## config.mk

```make
export PLATFORM = sky130hd
export DESIGN_NAME = game_fsm
export DESIGN_NICKNAME = d
export VERILOG_FILES = /design/src/rtl/game_fsm_pkg.sv /design/src/rtl/game_fsm_edge_detect.sv /design/src/rtl/game_fsm.sv
export SDC_FILE = /design/constraint.sdc
export NUM_CORES = 1
export LEC_CHECK = 0
export CAP_MARGIN = 40
export CORE_ASPECT_RATIO = 0.8
export CORE_MARGIN = 3
export CORE_UTILIZATION = 29
export CTS_BUF_LIST = sky130_fd_sc_hd__clkbuf_16
export CTS_CLUSTER_SIZE = 28
export DETAILED_ROUTE_END_ITERATION = 12
export SETUP_SLACK_MARGIN = 0.3
export SLEW_MARGIN = 15
export SYNTH_ARGS = -nofsm -noshare
export SYNTH_HDL_FRONTEND = slang
export SYNTH_HIERARCHICAL = 1
export SYNTH_SLANG_ARGS = --single-unit
```

## constraint.sdc

```tcl
create_clock -name clk -period 5.3 [get_ports clk]
set_clock_uncertainty 0.05 [all_clocks]
set_input_delay 1.325 -clock clk [delete_from_list [all_inputs] [get_ports clk]]
set_output_delay 1.325 -clock clk [all_outputs]
set_load 0.03 [all_outputs]
```

## src/rtl/game_fsm_pkg.sv

```systemverilog
// game_fsm_pkg: shared state codes, winner codes and parameter defaults for the tank game controller
package game_fsm_pkg;
    localparam logic [2:0] ST_IDLE      = 3'd0;
    localparam logic [2:0] ST_COUNTDOWN = 3'd1;
    localparam logic [2:0] ST_PLAY      = 3'd2;
    localparam logic [2:0] ST_RESPAWN   = 3'd3;
    localparam logic [2:0] ST_GAME_OVER = 3'd4;

    localparam logic [1:0] WIN_NONE  = 2'd0;
    localparam logic [1:0] WIN_LOCAL = 2'd1;
    localparam logic [1:0] WIN_OP    = 2'd2;
    localparam logic [1:0] WIN_DRAW  = 2'd3;

    localparam int DEF_LIVES           = 3;
    localparam int DEF_COUNT_FRAMES    = 60;
    localparam int DEF_RESPAWN_FRAMES  = 90;
    localparam int DEF_COOLDOWN_FRAMES = 30;
    localparam int DEF_GAMEOVER_FRAMES = 180;
endpackage

```

## src/rtl/game_fsm_edge_detect.sv

```systemverilog
// edge_detect: one-cycle pulse on a rising edge of a clk-domain level
module edge_detect (
    input  logic clk,
    input  logic rst,
    input  logic d,
    output logic rise
);
    logic d_q;
    // previous level, so a 0->1 change shows up for exactly one cycle
    always_ff @(posedge clk or posedge rst)
        if (rst) d_q <= 1'b0;
        else d_q <= d;
    assign rise = d & ~d_q;
endmodule

```

## src/rtl/game_fsm.sv

```systemverilog
// game_fsm: game flow controller (countdown, play, respawn, game over) with lives, fire cooldown and link supervision
module game_fsm
    import game_fsm_pkg::*;
#(
    parameter int LIVES           = DEF_LIVES,
    parameter int COUNT_FRAMES    = DEF_COUNT_FRAMES,
    parameter int RESPAWN_FRAMES  = DEF_RESPAWN_FRAMES,
    parameter int COOLDOWN_FRAMES = DEF_COOLDOWN_FRAMES,
    parameter int GAMEOVER_FRAMES = DEF_GAMEOVER_FRAMES
) (
    input  logic       clk,
    input  logic       rst,
    input  logic       vsync,
    input  logic       btn_start,
    input  logic       btn_fire,
    input  logic       link_ok,
    input  logic       hit_local,
    input  logic       hit_op,
    output logic       select_mode,
    output logic [2:0] game_state,
    output logic [1:0] countdown,
    output logic [1:0] lives_local,
    output logic [1:0] lives_op,
    output logic       fire,
    output logic [1:0] winner
);
    localparam logic [1:0] LIVES_LD = 2'(LIVES);
    localparam logic [7:0] CNT_LD   = 8'(COUNT_FRAMES - 1);
    localparam logic [7:0] RSP_LD   = 8'(RESPAWN_FRAMES - 1);
    localparam logic [7:0] CD_LD    = 8'(COOLDOWN_FRAMES);
    localparam logic [7:0] GO_LD    = 8'(GAMEOVER_FRAMES - 1);

    logic       tick, start_ev, fire_ev, hit, expire;
    logic [2:0] state;
    logic [7:0] frame_cnt, cooldown;
    logic [1:0] nl_local, nl_op;

    edge_detect u_vsync (.clk(clk), .rst(rst), .d(vsync),     .rise(tick));
    edge_detect u_start (.clk(clk), .rst(rst), .d(btn_start), .rise(start_ev));
    edge_detect u_fire  (.clk(clk), .rst(rst), .d(btn_fire),  .rise(fire_ev));

    assign game_state = state;

    // saturating post-hit lives and frame-counter expiry
    always_comb begin
        hit      = hit_local | hit_op;
        nl_local = (hit_local && lives_local != 2'd0) ? lives_local - 2'd1 : lives_local;
        nl_op    = (hit_op && lives_op != 2'd0) ? lives_op - 2'd1 : lives_op;
        expire   = tick && frame_cnt == 8'd0;
    end

    // game state machine; link loss overrides everything, then hits, then fire
    always_ff @(posedge clk or posedge rst) begin
        if (rst) begin
            state       <= ST_IDLE;
            select_mode <= 1'b0;
            countdown   <= 2'd0;
            lives_local <= LIVES_LD;
            lives_op    <= LIVES_LD;
            fire        <= 1'b0;
            winner      <= WIN_NONE;
            cooldown    <= 8'd0;
            frame_cnt   <= 8'd0;
        end else begin
            fire <= 1'b0;
            if (state != ST_IDLE && !link_ok) begin
                state       <= ST_IDLE;
                select_mode <= 1'b0;
                countdown   <= 2'd0;
                lives_local <= LIVES_LD;
                lives_op    <= LIVES_LD;
                winner      <= WIN_NONE;
                cooldown    <= 8'd0;
                frame_cnt   <= 8'd0;
            end else begin
                case (state)
                    ST_IDLE: if (start_ev && link_ok) begin
                        state       <= ST_COUNTDOWN;
                        lives_local <= LIVES_LD;
                        lives_op    <= LIVES_LD;
                        winner      <= WIN_NONE;
                        countdown   <= 2'd3;
                        frame_cnt   <= CNT_LD;
                    end
                    ST_COUNTDOWN: if (expire) begin
                        if (countdown == 2'd1) begin
                            state       <= ST_PLAY;
                            select_mode <= 1'b1;
                            countdown   <= 2'd0;
                            cooldown    <= 8'd0;
                            frame_cnt   <= 8'd0;
                        end else begin
                            countdown <= countdown - 2'd1;
                            frame_cnt <= CNT_LD;
                        end
                    end else if (tick) frame_cnt <= frame_cnt - 8'd1;
                    ST_PLAY: begin
                        if (tick && cooldown != 8'd0) cooldown <= cooldown - 8'd1;
                        if (hit) begin
                            lives_local <= nl_local;
                            lives_op    <= nl_op;
                            select_mode <= 1'b0;
                            if (nl_local == 2'd0 || nl_op == 2'd0) begin
                                state     <= ST_GAME_OVER;
                                winner    <= {nl_local == 2'd0, nl_op == 2'd0};
                                frame_cnt <= GO_LD;
                            end else begin
                                state     <= ST_RESPAWN;
                                frame_cnt <= RSP_LD;
                            end
                        end else if (fire_ev && cooldown == 8'd0) begin
                            fire     <= 1'b1;
                            cooldown <= CD_LD;
                        end
                    end
                    ST_RESPAWN: if (expire) begin
                        state       <= ST_PLAY;
                        select_mode <= 1'b1;
                        cooldown    <= 8'd0;
                        frame_cnt   <= 8'd0;
                    end else if (tick) frame_cnt <= frame_cnt - 8'd1;
                    ST_GAME_OVER: if (start_ev || expire) begin
                        state     <= ST_IDLE;
                        frame_cnt <= 8'd0;
                    end else if (tick) frame_cnt <= frame_cnt - 8'd1;
                    default: state <= ST_IDLE;
                endcase
            end
        end
    end
endmodule

```

==> impl_metrics.tcl <==
set metrics [dict create \
    netlist_instances 248 \
    timing.critical_path.slowest_stage_cell "clkdlybuf4s50_1" \
    timing_worst_slew_pin_value_ps 648.9 \
    first_global_vias 1767 \
    critical_path_required_ps 5440 \
    ys_async_sr_fraction_pct 100.0 \
    multiInputGateArea_um2 1235 \
    grt_start_max_net_pins 30 \
    floorplan.die_area_um2 8617 \
    timing.final.max_slew_violations 0 \
    io_buffers 20 \
    tritoncts_num_sinks 32 \
    beginning_of_the_worst_hold_path "cooldown[7]" \
    status "finished clean" \
    finalHoldViolCount 0 \
    p_switching_mw 0.2340 \
    place_inst 345 \
    worst_ir_drop_vdd_v 0.0001135 \
    synth_warnings 6 \
    cts_made_buffers 5 \
    worst_hold_class "reg2reg" \
    routed_wl_um 5514 \
    reg2reg_depth 5 \
    max_stage_delay_ps 850 \
    p_per_area_nw_per_um2 286.1 \
    gr-total-overflow 0 \
    period_needed_ps 3444 \
    cp-start-kind "primary input" \
    drive_above_1_share_pct 9.774 \
    ratio_of_final_minimum_period_to_clock_period_pct 64.98 \
    finalSetupTns_ps 0 \
    cts_tree "built" \
    clock_power_share_pct 37.5 \
    syn_area_um2 2185 \
    number_of_antenna_violations_at_the_first_check_in_global_routing 0 \
    clkTransAtPathRegs_ps 50 \
    finish.utilization_pct 36.30 \
    synth-edff-count 0 \
    drv_cap 0 \
    grt_util_all_layers_pct 13.23 \
    ios 21 \
    n_antenna_cell 0 \
    worst_skew_pair.late_latency_ps 280 \
    floorplan.die.height_um 83.63 \
    die_w_um 103.0 \
    seqCellArea_um2 805.8 \
    critical_path_class "in2reg" \
    drt_iter0_markers 224 \
    setup_viol 0 \
    initial_util_pct 30.79 \
    post_synth.cell_area_avg_um2 8.809 \
    combinationalPowerShare_pct 22.7 \
    synth_nets 263 \
    reg2reg_slack_ps 2960 \
    antenna_violating_nets_post_route 0 \
    post_layout_nonfiller_instances 353 \
    nets 280 \
    cts_resizes 0 \
    viasPerCell 5.728 \
    cts_hold_buffers 0 \
    fmax_achieved_mhz 290.4 \
    grt_pass1_wl_um 9183 \
    reg2reg_to "frame_cnt[5]" \
    cts-root-buf "clkbuf_16" \
    endpoint_kind "register" \
    fillerInstances 751 \
    setup_repair_after_global_routing_missed_its_margin "no" \
    power.static_leakage_nw 1.097 \
    p_int_mw 0.5026 \
    routedWlPerCell_um 15.62 \
    routabilityCongestion 0.9110 \
    dpl-instance-area_um2 2436 \
    worstReg2RegStart "game_state[1]" \
    synth_cell_types 64 \
    hold_slack_ps 444.9 \
    floorplan.rows 27 \
    cp_data_arrival_time_ps 3580 \
    yosys_most_used_dff "dfrtp_1" \
    vias 2022 \
    cts-root-to-sink-buffers 2 \
    layout.cell_area.non_filler_um2 2575 \
    detail_route.first_pass.iterations 5 \
    area_delta_synth_final_pct 17.87 \
    seq_power_share_pct 39.9 \
    timing.critical_path.to "lives_op[1]" \
    source_of_the_critical_timing_path "link_ok" \
    seq_area_frac_synth_pct 36.88 \
    h-tree-depth 2 \
    yosys_register_bits 32 \
    post_cts.repair.setup_buffers 0 \
    drc_errors 0 \
    crit_path_cell_trace "clkdlybuf4s50_1, nand4bb_1, nor3_1, nand2b_1, o21bai_1, a22oi_1" \
    p_sw_share_pct 31.77 \
    core-area_um2 7094 \
    path_max_fanout 20 \
    place_hpwl_um 3948 \
    slew-limit-headroom_pct 56.74 \
]
sequential cells by signal, indices dropped and copies added, names as in the netlist, 2 cells and up:
signal and count:
cooldown 8, frame_cnt 8, game_state 3, countdown 2, lives_local 2, lives_op 2, winner 2
worst max-delay path: cells and delay by family:
kind	cells	cell delay (ps)
AND/OR/NAND/NOR	3	1120
buffers and inverters	1	850
AO/OA/AOI/OAI	2	280
stage by stage:
stage                     worst slack (ps)  power, mW
after floorplan                       2484     0.4107
after global placement                1639     0.4603
after detailed placement              1609     0.4611
after CTS                             1897     0.7411
after global routing                  1646     0.7787
final                                 1856     0.7366
cell families after synthesis:
kind of cell	share of synthesized area (%)
compound gates	26.23
fa+ha+maj	4.009
buf+inv	6.587
flops	36.88
mux	1.833
simple gates	24.46
power by group through the flow:
stage	Sequential (mW)	Clock, mW	Combinational, mW
floorplan	0.302	0	0.109
global placement	0.296	0	0.164
detailed placement	0.297	0	0.165
CTS	0.293	0.282	0.167
global route	0.297	0.295	0.187
finish	0.294	0.276	0.167
placed cells by master, fill, tap and decap left out, drive strengths merged, types with 3 or more instances in the layout:
cell type,n
mux2i,4
nand3,6
o22ai,3
a21oi,13
inv,21
nor2b,7
nor3b,3
nand4,4
dfstp,4
ha,7
o21ai,26
dfrtp,28
nand2,19
a21o,3
clkdlybuf4s50,20
clkinv,3
nor2,15
clkbuf,5
or3,4
nor3,12
nand2b,3
o31ai,8
synthesized netlist by cell type, types with 2 or more instances:
library cell	number	area share [%]
nor4b_1	2	0.80
a21boi_0	2	0.69
clkbuf_1	3	0.52
nor2_1	15	2.6
o31ai_1	7	2.4
a21o_1	3	1.0
a21oi_1	12	2.7
o21a_1	2	0.69
nor3_1	11	2.5
a22oi_1	2	0.69
nand2b_1	3	0.86
nand2_1	19	3.3
nor2b_1	4	1.1
or3_1	3	0.86
dfrtp_1	28	32
o22a_1	2	0.80
dfstp_2	4	4.8
inv_1	21	3.6
nand4_1	4	1.1
a22o_1	2	0.80
o31a_1	2	0.80
o211ai_1	2	0.69
ha_1	7	4.0
nand4b_1	2	0.80
buf_2	4	0.92
nand3_1	6	1.4
o22ai_1	3	0.86
nor3b_1	3	1.0
nor2b_4	3	1.9
o21ai_0	24	5.5
mux2i_1	4	1.8
a31oi_1	2	0.57
buf_6	2	1.0
o21ai_1	2	0.46
or3b_2	2	0.80
a211oi_1	2	0.69
and4bb_2	2	1.1
metal layers:
layer,up-vias,routed length (um),track usage [%]
li1,971,-,-
met1,951,2791,21.98
met2,95,2211,16.54
met3,5,464,3.258
met4,0,46,2.824
met5,-,0,0
worst min-delay path by stage:
stage | endpoint | cells after the start | slack, ps
after floorplan | cooldown[7] | 1 | 400
after global placement | cooldown[7] | 1 | 440
after detailed placement | cooldown[7] | 1 | 430
after CTS | cooldown[7] | 1 | 450
after global routing | cooldown[7] | 1 | 470
final | cooldown[7] | 1 | 440
layout make-up:
cell class,instances,share of cell area [%]
Sequential cell,32,31.29
Timing Repair Buffer,21,8.066
Inverter,21,3.061
Clock inverter,3,0.5345
Multi-Input combinational cell,184,47.96
Clock buffer,5,4.859
Tap cell,87,4.227
(Power assumes the default switching activity.)
